--- config.mk ---
export PLATFORM = sky130hd
export DESIGN_NAME = mem_bus_arbiter
export DESIGN_NICKNAME = d
export VERILOG_FILES = /design/src/rtl/mem_bus_pkg.sv /design/src/rtl/rr_arbiter2.sv /design/src/rtl/mem_bus_arbiter.sv
export SDC_FILE = /design/constraint.sdc
export NUM_CORES = 1
export LEC_CHECK = 0
export CORE_AREA = 2 2 195 197
export CTS_BUF_LIST = sky130_fd_sc_hd__clkbuf_4
export DETAILED_ROUTE_END_ITERATION = 16
export DIE_AREA = 0 0 197 199
export DONT_BUFFER_PORTS = 1
export SLEW_MARGIN = 20
export SYNTH_ARGS = -nofsm -noshare
export SYNTH_HDL_FRONTEND = slang
export SYNTH_HIERARCHICAL = 1
export SYNTH_SLANG_ARGS = --single-unit
--- constraint.sdc ---
create_clock -name clock -period 2.75 [get_ports clock]
set_input_delay 0.55 -clock clock [delete_from_list [all_inputs] [get_ports clock]]
set_output_delay 0.55 -clock clock [all_outputs]
set_load 0.02 [all_outputs]
--- src/rtl/mem_bus_pkg.sv ---
// mem_bus_pkg: shared types and constants for the memory bus arbiter.
// Port ids, FSM state encoding and RAM size codes.
package mem_bus_pkg;

   typedef enum logic [1:0] {
      IDLE   = 2'd0,
      ACCESS = 2'd1,
      DONE   = 2'd2
   } state_t;

   localparam logic PORT_C = 1'b0;
   localparam logic PORT_D = 1'b1;

   localparam logic [1:0] SIZE_B = 2'b00;
   localparam logic [1:0] SIZE_H = 2'b01;
   localparam logic [1:0] SIZE_W = 2'b10;
   localparam logic [1:0] SIZE_D = 2'b11;

endpackage

--- src/rtl/rr_arbiter2.sv ---
// rr_arbiter2: two-way round-robin pick.
// On a tie the port that did not win last time is chosen.
module rr_arbiter2
   import mem_bus_pkg::*;
(
   input  logic [1:0] req,
   input  logic       last_grant,
   output logic       gnt_valid,
   output logic       gnt_port
);

   // req[1] is the DMA port, req[0] the CPU port
   always_comb begin
      gnt_valid = |req;
      gnt_port  = PORT_C;
      unique case (req)
         2'b11:   gnt_port = ~last_grant;
         2'b10:   gnt_port = PORT_D;
         default: gnt_port = PORT_C;
      endcase
   end

endmodule

--- src/rtl/mem_bus_arbiter.sv ---
// mem_bus_arbiter: shares one memory port between CPU (C) and DMA (D).
// Round-robin grant, fixed-latency access, bounded locked DMA bursts.
module mem_bus_arbiter
   import mem_bus_pkg::*;
#(
   parameter int ADDR_W    = 32,
   parameter int DATA_W    = 64,
   parameter int MEM_LAT   = 2,
   parameter int MAX_BURST = 4
)
(
   input  logic              clock,
   input  logic              reset,
   input  logic              c_req,
   input  logic              c_we,
   input  logic [1:0]        c_size,
   input  logic [ADDR_W-1:0] c_addr,
   input  logic [DATA_W-1:0] c_wdata,
   output logic              c_ack,
   output logic [DATA_W-1:0] c_rdata,
   input  logic              d_req,
   input  logic              d_we,
   input  logic [1:0]        d_size,
   input  logic [ADDR_W-1:0] d_addr,
   input  logic [DATA_W-1:0] d_wdata,
   input  logic              d_lock,
   output logic              d_ack,
   output logic [DATA_W-1:0] d_rdata,
   output logic [ADDR_W-1:0] mem_address,
   output logic [DATA_W-1:0] mem_wdata,
   input  logic [DATA_W-1:0] mem_rdata,
   output logic [1:0]        mem_size,
   output logic              mem_en,
   output logic              mem_write_en,
   output logic              mem_read,
   output logic              busy
);

   localparam logic [2:0] LAT_LAST   = 3'(MEM_LAT - 1);
   localparam logic [3:0] BURST_LAST = 4'(MAX_BURST - 1);

   state_t            state_q, state_d;
   logic [2:0]        lat_q, lat_d;
   logic [3:0]        burst_q, burst_d;
   logic              last_q, last_d;
   logic              grant_q, grant_d;
   logic              we_q, we_d;
   logic [1:0]        size_q, size_d;
   logic [ADDR_W-1:0] addr_q, addr_d;
   logic [DATA_W-1:0] wdata_q, wdata_d;
   logic [DATA_W-1:0] c_rd_q, c_rd_d;
   logic [DATA_W-1:0] d_rd_q, d_rd_d;

   logic arb_valid;
   logic arb_port;
   logic ld_en;
   logic ld_port;
   logic in_acc;
   logic in_done;
   logic burst_go;

   rr_arbiter2 u_arb (
      .req        ({d_req, c_req}),
      .last_grant (last_q),
      .gnt_valid  (arb_valid),
      .gnt_port   (arb_port)
   );

   // DMA keeps the port only while locked and under the burst limit
   assign burst_go = (grant_q == PORT_D) && d_req && d_lock &&
                     (burst_q < BURST_LAST);

   // state, counters, request latch and read-data registers
   always_ff @(posedge clock or negedge reset) begin
      if (!reset) begin
         state_q <= IDLE;
         lat_q   <= '0;
         burst_q <= '0;
         last_q  <= PORT_D;
         grant_q <= PORT_C;
         we_q    <= 1'b0;
         size_q  <= '0;
         addr_q  <= '0;
         wdata_q <= '0;
         c_rd_q  <= '0;
         d_rd_q  <= '0;
      end else begin
         state_q <= state_d;
         lat_q   <= lat_d;
         burst_q <= burst_d;
         last_q  <= last_d;
         grant_q <= grant_d;
         we_q    <= we_d;
         size_q  <= size_d;
         addr_q  <= addr_d;
         wdata_q <= wdata_d;
         c_rd_q  <= c_rd_d;
         d_rd_q  <= d_rd_d;
      end
   end

   // next-state: grant, count latency, complete, optionally chain a burst
   always_comb begin
      state_d = state_q;
      lat_d   = lat_q;
      burst_d = burst_q;
      last_d  = last_q;
      grant_d = grant_q;
      we_d    = we_q;
      size_d  = size_q;
      addr_d  = addr_q;
      wdata_d = wdata_q;
      c_rd_d  = c_rd_q;
      d_rd_d  = d_rd_q;
      ld_en   = 1'b0;
      ld_port = PORT_C;

      unique case (state_q)
         IDLE: begin
            if (arb_valid) begin
               ld_en   = 1'b1;
               ld_port = arb_port;
            end
         end
         ACCESS: begin
            if (lat_q == LAT_LAST) begin
               if (!we_q) begin
                  if (grant_q == PORT_D) d_rd_d = mem_rdata;
                  else                   c_rd_d = mem_rdata;
               end
               state_d = DONE;
            end else begin
               lat_d = lat_q + 3'd1;
            end
         end
         DONE: begin
            last_d = grant_q;
            if (burst_go) begin
               burst_d = burst_q + 4'd1;
               ld_en   = 1'b1;
               ld_port = PORT_D;
            end else begin
               burst_d = '0;
               state_d = IDLE;
            end
         end
         default: state_d = IDLE;
      endcase

      if (ld_en) begin
         grant_d = ld_port;
         we_d    = (ld_port == PORT_D) ? d_we    : c_we;
         size_d  = (ld_port == PORT_D) ? d_size  : c_size;
         addr_d  = (ld_port == PORT_D) ? d_addr  : c_addr;
         wdata_d = (ld_port == PORT_D) ? d_wdata : c_wdata;
         lat_d   = '0;
         state_d = ACCESS;
      end
   end

   // strobes follow the state register so reset clears them at once
   assign in_acc  = (state_q == ACCESS);
   assign in_done = (state_q == DONE);

   assign mem_en       = in_acc;
   assign mem_write_en = in_acc & we_q;
   assign mem_read     = in_acc & ~we_q;
   assign mem_address  = in_acc ? addr_q  : '0;
   assign mem_wdata    = in_acc ? wdata_q : '0;
   assign mem_size     = in_acc ? size_q  : '0;

   assign c_ack   = in_done & (grant_q == PORT_C);
   assign d_ack   = in_done & (grant_q == PORT_D);
   assign c_rdata = c_rd_q;
   assign d_rdata = d_rd_q;
   assign busy    = (state_q != IDLE);

endmodule
==> flow_summary.ini <==
[logic_synthesis]
syn_area_sq_um = 11100
synth_edf_count = 0
syn_avg_cell_area_sq_um = 12.7
synth-seq-area-share = 0.535
netlist_instances = 874
ys_seq_elements = 238
async_reset_ff_frac = 1.00
synth_nets = 1144
synth_warnings = 6
synth_cell_types = 32
synthFlopType = dfrtp_1

[worst_setup_path]
crit_fanout = 101
worst_path_largest_cell_delay_ns = 0.55
crit_buf_inv = 2
criticalPathCategory = reg2reg
r2r_end = wdata_q[32]$_DFFE_PN0P_
worst-path-stages = 6
r2r_slack_ns = 0.07
crit_path_start = burst_q[0]$_DFFE_PN0N_
r2r_cells = 6
cp_data_arrival_time_ns = 3.30
r2r-start = burst_q[0]$_DFFE_PN0N_
endpoint_kind = register
endpoint = wdata_q[32]$_DFFE_PN0P_
cp.required_ns = 3.37
cp_cell_sequence = ha_1 -> nor4b_2 -> nand4_1 -> buf_12 -> o221a_2 -> dlygate4sd3_1
path_delay_family = buffers and inverters
cp-start-kind = register
cpMaxStageDelayCell = dlygate4sd3_1

[clock_tree]
clk_latency_ns = 0.76
h-tree-depth = 2
cts_tree = done
root_buffer = clkbuf_4
holdBufCountCts = 202
clock-sinks = 238
clk_pin_slew_worst_paths_ns = 0.07
cts_buffers = 60
cts_buffer_depth = 3

[routing]
drt-initial-drc-count = 341
dr.pass1.iters = 5
wl_per_cell_microns = 21.1
via_per_inst = 5.16
num_vias = 8243
drc_errors = 0
drt_wl_total_microns = 33600
ant_nets = 0

[sta]
fmax_mhz = 373
relSlewSlack = 0.569
timing.hold.ws_ns = -0.502
min_period_ns = 2.68
rsz0062_at_grt = true
worst_pin_slew_ns = 0.645
setup_violations = 0
slew_violations = 0
hold_viol_final = 238
tns_ns = 0
layout_worst_path_cycle_share = 0.976
finalClockSkew_ns = 0.0543
setup_ws_ns = 0.0673

[layout]
area_growth_pct = 30.1
fillers = 3477
instances_no_fill = 1597
drive_gt1_frac = 0.344
final_nets = 1356

[grt]
antenna_found_initial = 3
grt_first_pass_wirelength_microns = 50700
grt_max_degree = 239
grtUsageTotal = 0.164
grt_pass1_vias = 9139
grt_overflow = 0

[placed_design]
gp_congestion = 0.734
dp_cells = 1295
hpwl_microns = 20100
portBuffers = 0
post-place-ws_ns = 0.589

[die]
fp.dieW_microns = 197
start_util = 0.300
num_io_pins = 499
fp.dieH_microns = 199
fp.dieArea_sq_um = 39200
rows = 71
core_sq_um = 37100

[pwr]
vdd_drop_max_mv = 0.567
leakagePower_uw = 0.00609
power_density_nw_per_um2 = 1240

[flow_run]
maxCapViolCount = 0

[run_status]
status = finished with violations
violations = hold timing

[min_path]
hold_path_class = in2async
[power breakdown]
group          leakage (uW)  internal [uW]  switching [uW]
logic               0.00290           3560            3890
registers           0.00277           5230            2420
clock network      0.000428           1480            1420
total               0.00609          10300            7730
[cell type report]
cell class | instances | area (sq um) | share of cell area
Antenna cell | 3 | 7.51 | 0.000518
Clock buffer | 91 | 683 | 0.0472
Clock inverter | 5 | 27.5 | 0.00190
Timing Repair Buffer | 219 | 2290 | 0.158
Sequential cell | 238 | 5960 | 0.411
Tap cell | 474 | 593 | 0.0409
Inverter | 4 | 17.5 | 0.00121
Multi-Input combinational cell | 563 | 4910 | 0.339
[cell families after synthesis]
logic type	share of synthesized area
adders and majority gates	0.00337
DFF	0.535
buffers and inverters	0.0329
and+or+nand+nor	0.103
muxes	0.219
AOI/OAI and AO/OA	0.106
[metal layers]
metal / GRT usage / up-vias / wire (microns)
met5: 0 / - / 0
met4: 0.0872 / 0 / 1380
met3: 0.0604 / 89 / 3230
met2: 0.276 / 452 / 16500
met1: 0.181 / 4082 / 12500
li1: - / 3620 / -
[cells in the mapped netlist (all sizes together), types with 4 or more instances]
master	number	share of area
dfrtp	237	0.53
mux2	129	0.13
and2	102	0.057
nand2	102	0.034
mux2i	99	0.089
o221a	99	0.10
buf	44	0.023
clkbuf	25	0.0084
o21ai	6	0.0027
inv	4	0.0013
[sequential cells by signal (all words and copies together), names as in the netlist]
signal   cells
c_rdata     64
d_rdata     64
wdata_q     64
addr_q      32
burst_q      4
lat_q        3
size_q       2
state_q      2
grant_q      1
last_q       1
we_q         1
[worst reg2reg max path: cells and delay by family (launching register included)]
| family | cells | cell delay (ns) |
|---|---|---|
| buffers and inverters | 2 | 0.78 |
| flip-flops | 1 | 0.40 |
| AND/OR/NAND/NOR | 2 | 0.57 |
| adder cells (fa/ha/maj) | 1 | 0.23 |
| AO/OA/AOI/OAI | 1 | 0.57 |
[through the flow]
| stage | area (sq um) | util | hold slack (ns) | power (uW) |
|---|---|---|---|---|
| after floorplan | 11100 | - | 0.254 | 12500 |
| after global placement | 11600 | 0.313 | 0.261 | 13900 |
| after detailed placement | 11600 | 0.313 | 0.260 | 14000 |
| after CTS | 14500 | 0.390 | -0.611 | 18000 |
| after global routing | 14500 | 0.390 | -0.594 | 19000 |
| final | 14500 | 0.390 | -0.502 | 18000 |
[what timing repair did]
item                                    CTS  global route
endpoints found under the hold margin   465           238
endpoints found under the setup margin   99            40
resized for setup                        43             8
setup buffers                             0             0
gates cloned                              1             0
[cell usage in the layout, fill, tap and decap left out, drive strengths merged, types with 2 or more instances in the layout]
master	Yosys	layout
inv	4	4
diode	0	3
ha	3	3
nor2b	2	2
nand2b	3	3
clkbuf	25	91
nand2	102	102
dlygate4sd3	0	202
or2	2	2
o221a	99	99
and2	102	102
mux2	129	129
clkinv	0	4
buf	44	16
o21ai	6	6
dfrtp	237	237
nor2	3	3
mux2i	99	99
[worst min-delay path by stage]
stage / from / endpoint / slack [ns] / depth (start not counted)
6_report: reset / c_rdata[2]$_DFFE_PN0P_ / -0.50 / 0
5_1_grt: reset / d_rdata[36]$_DFFE_PN0P_ / -0.59 / 0
4_1_cts: reset / c_rdata[39]$_DFFE_PN0P_ / -0.61 / 0
3_5_place_dp: reset / d_rdata[35]$_DFFE_PN0P_ / 0.26 / 0
3_3_place_gp: reset / c_rdata[35]$_DFFE_PN0P_ / 0.26 / 0
2_1_floorplan: reset / addr_q[0]$_DFFE_PN0P_ / 0.25 / 0
Note: power is estimated with default switching activity, not from simulation.
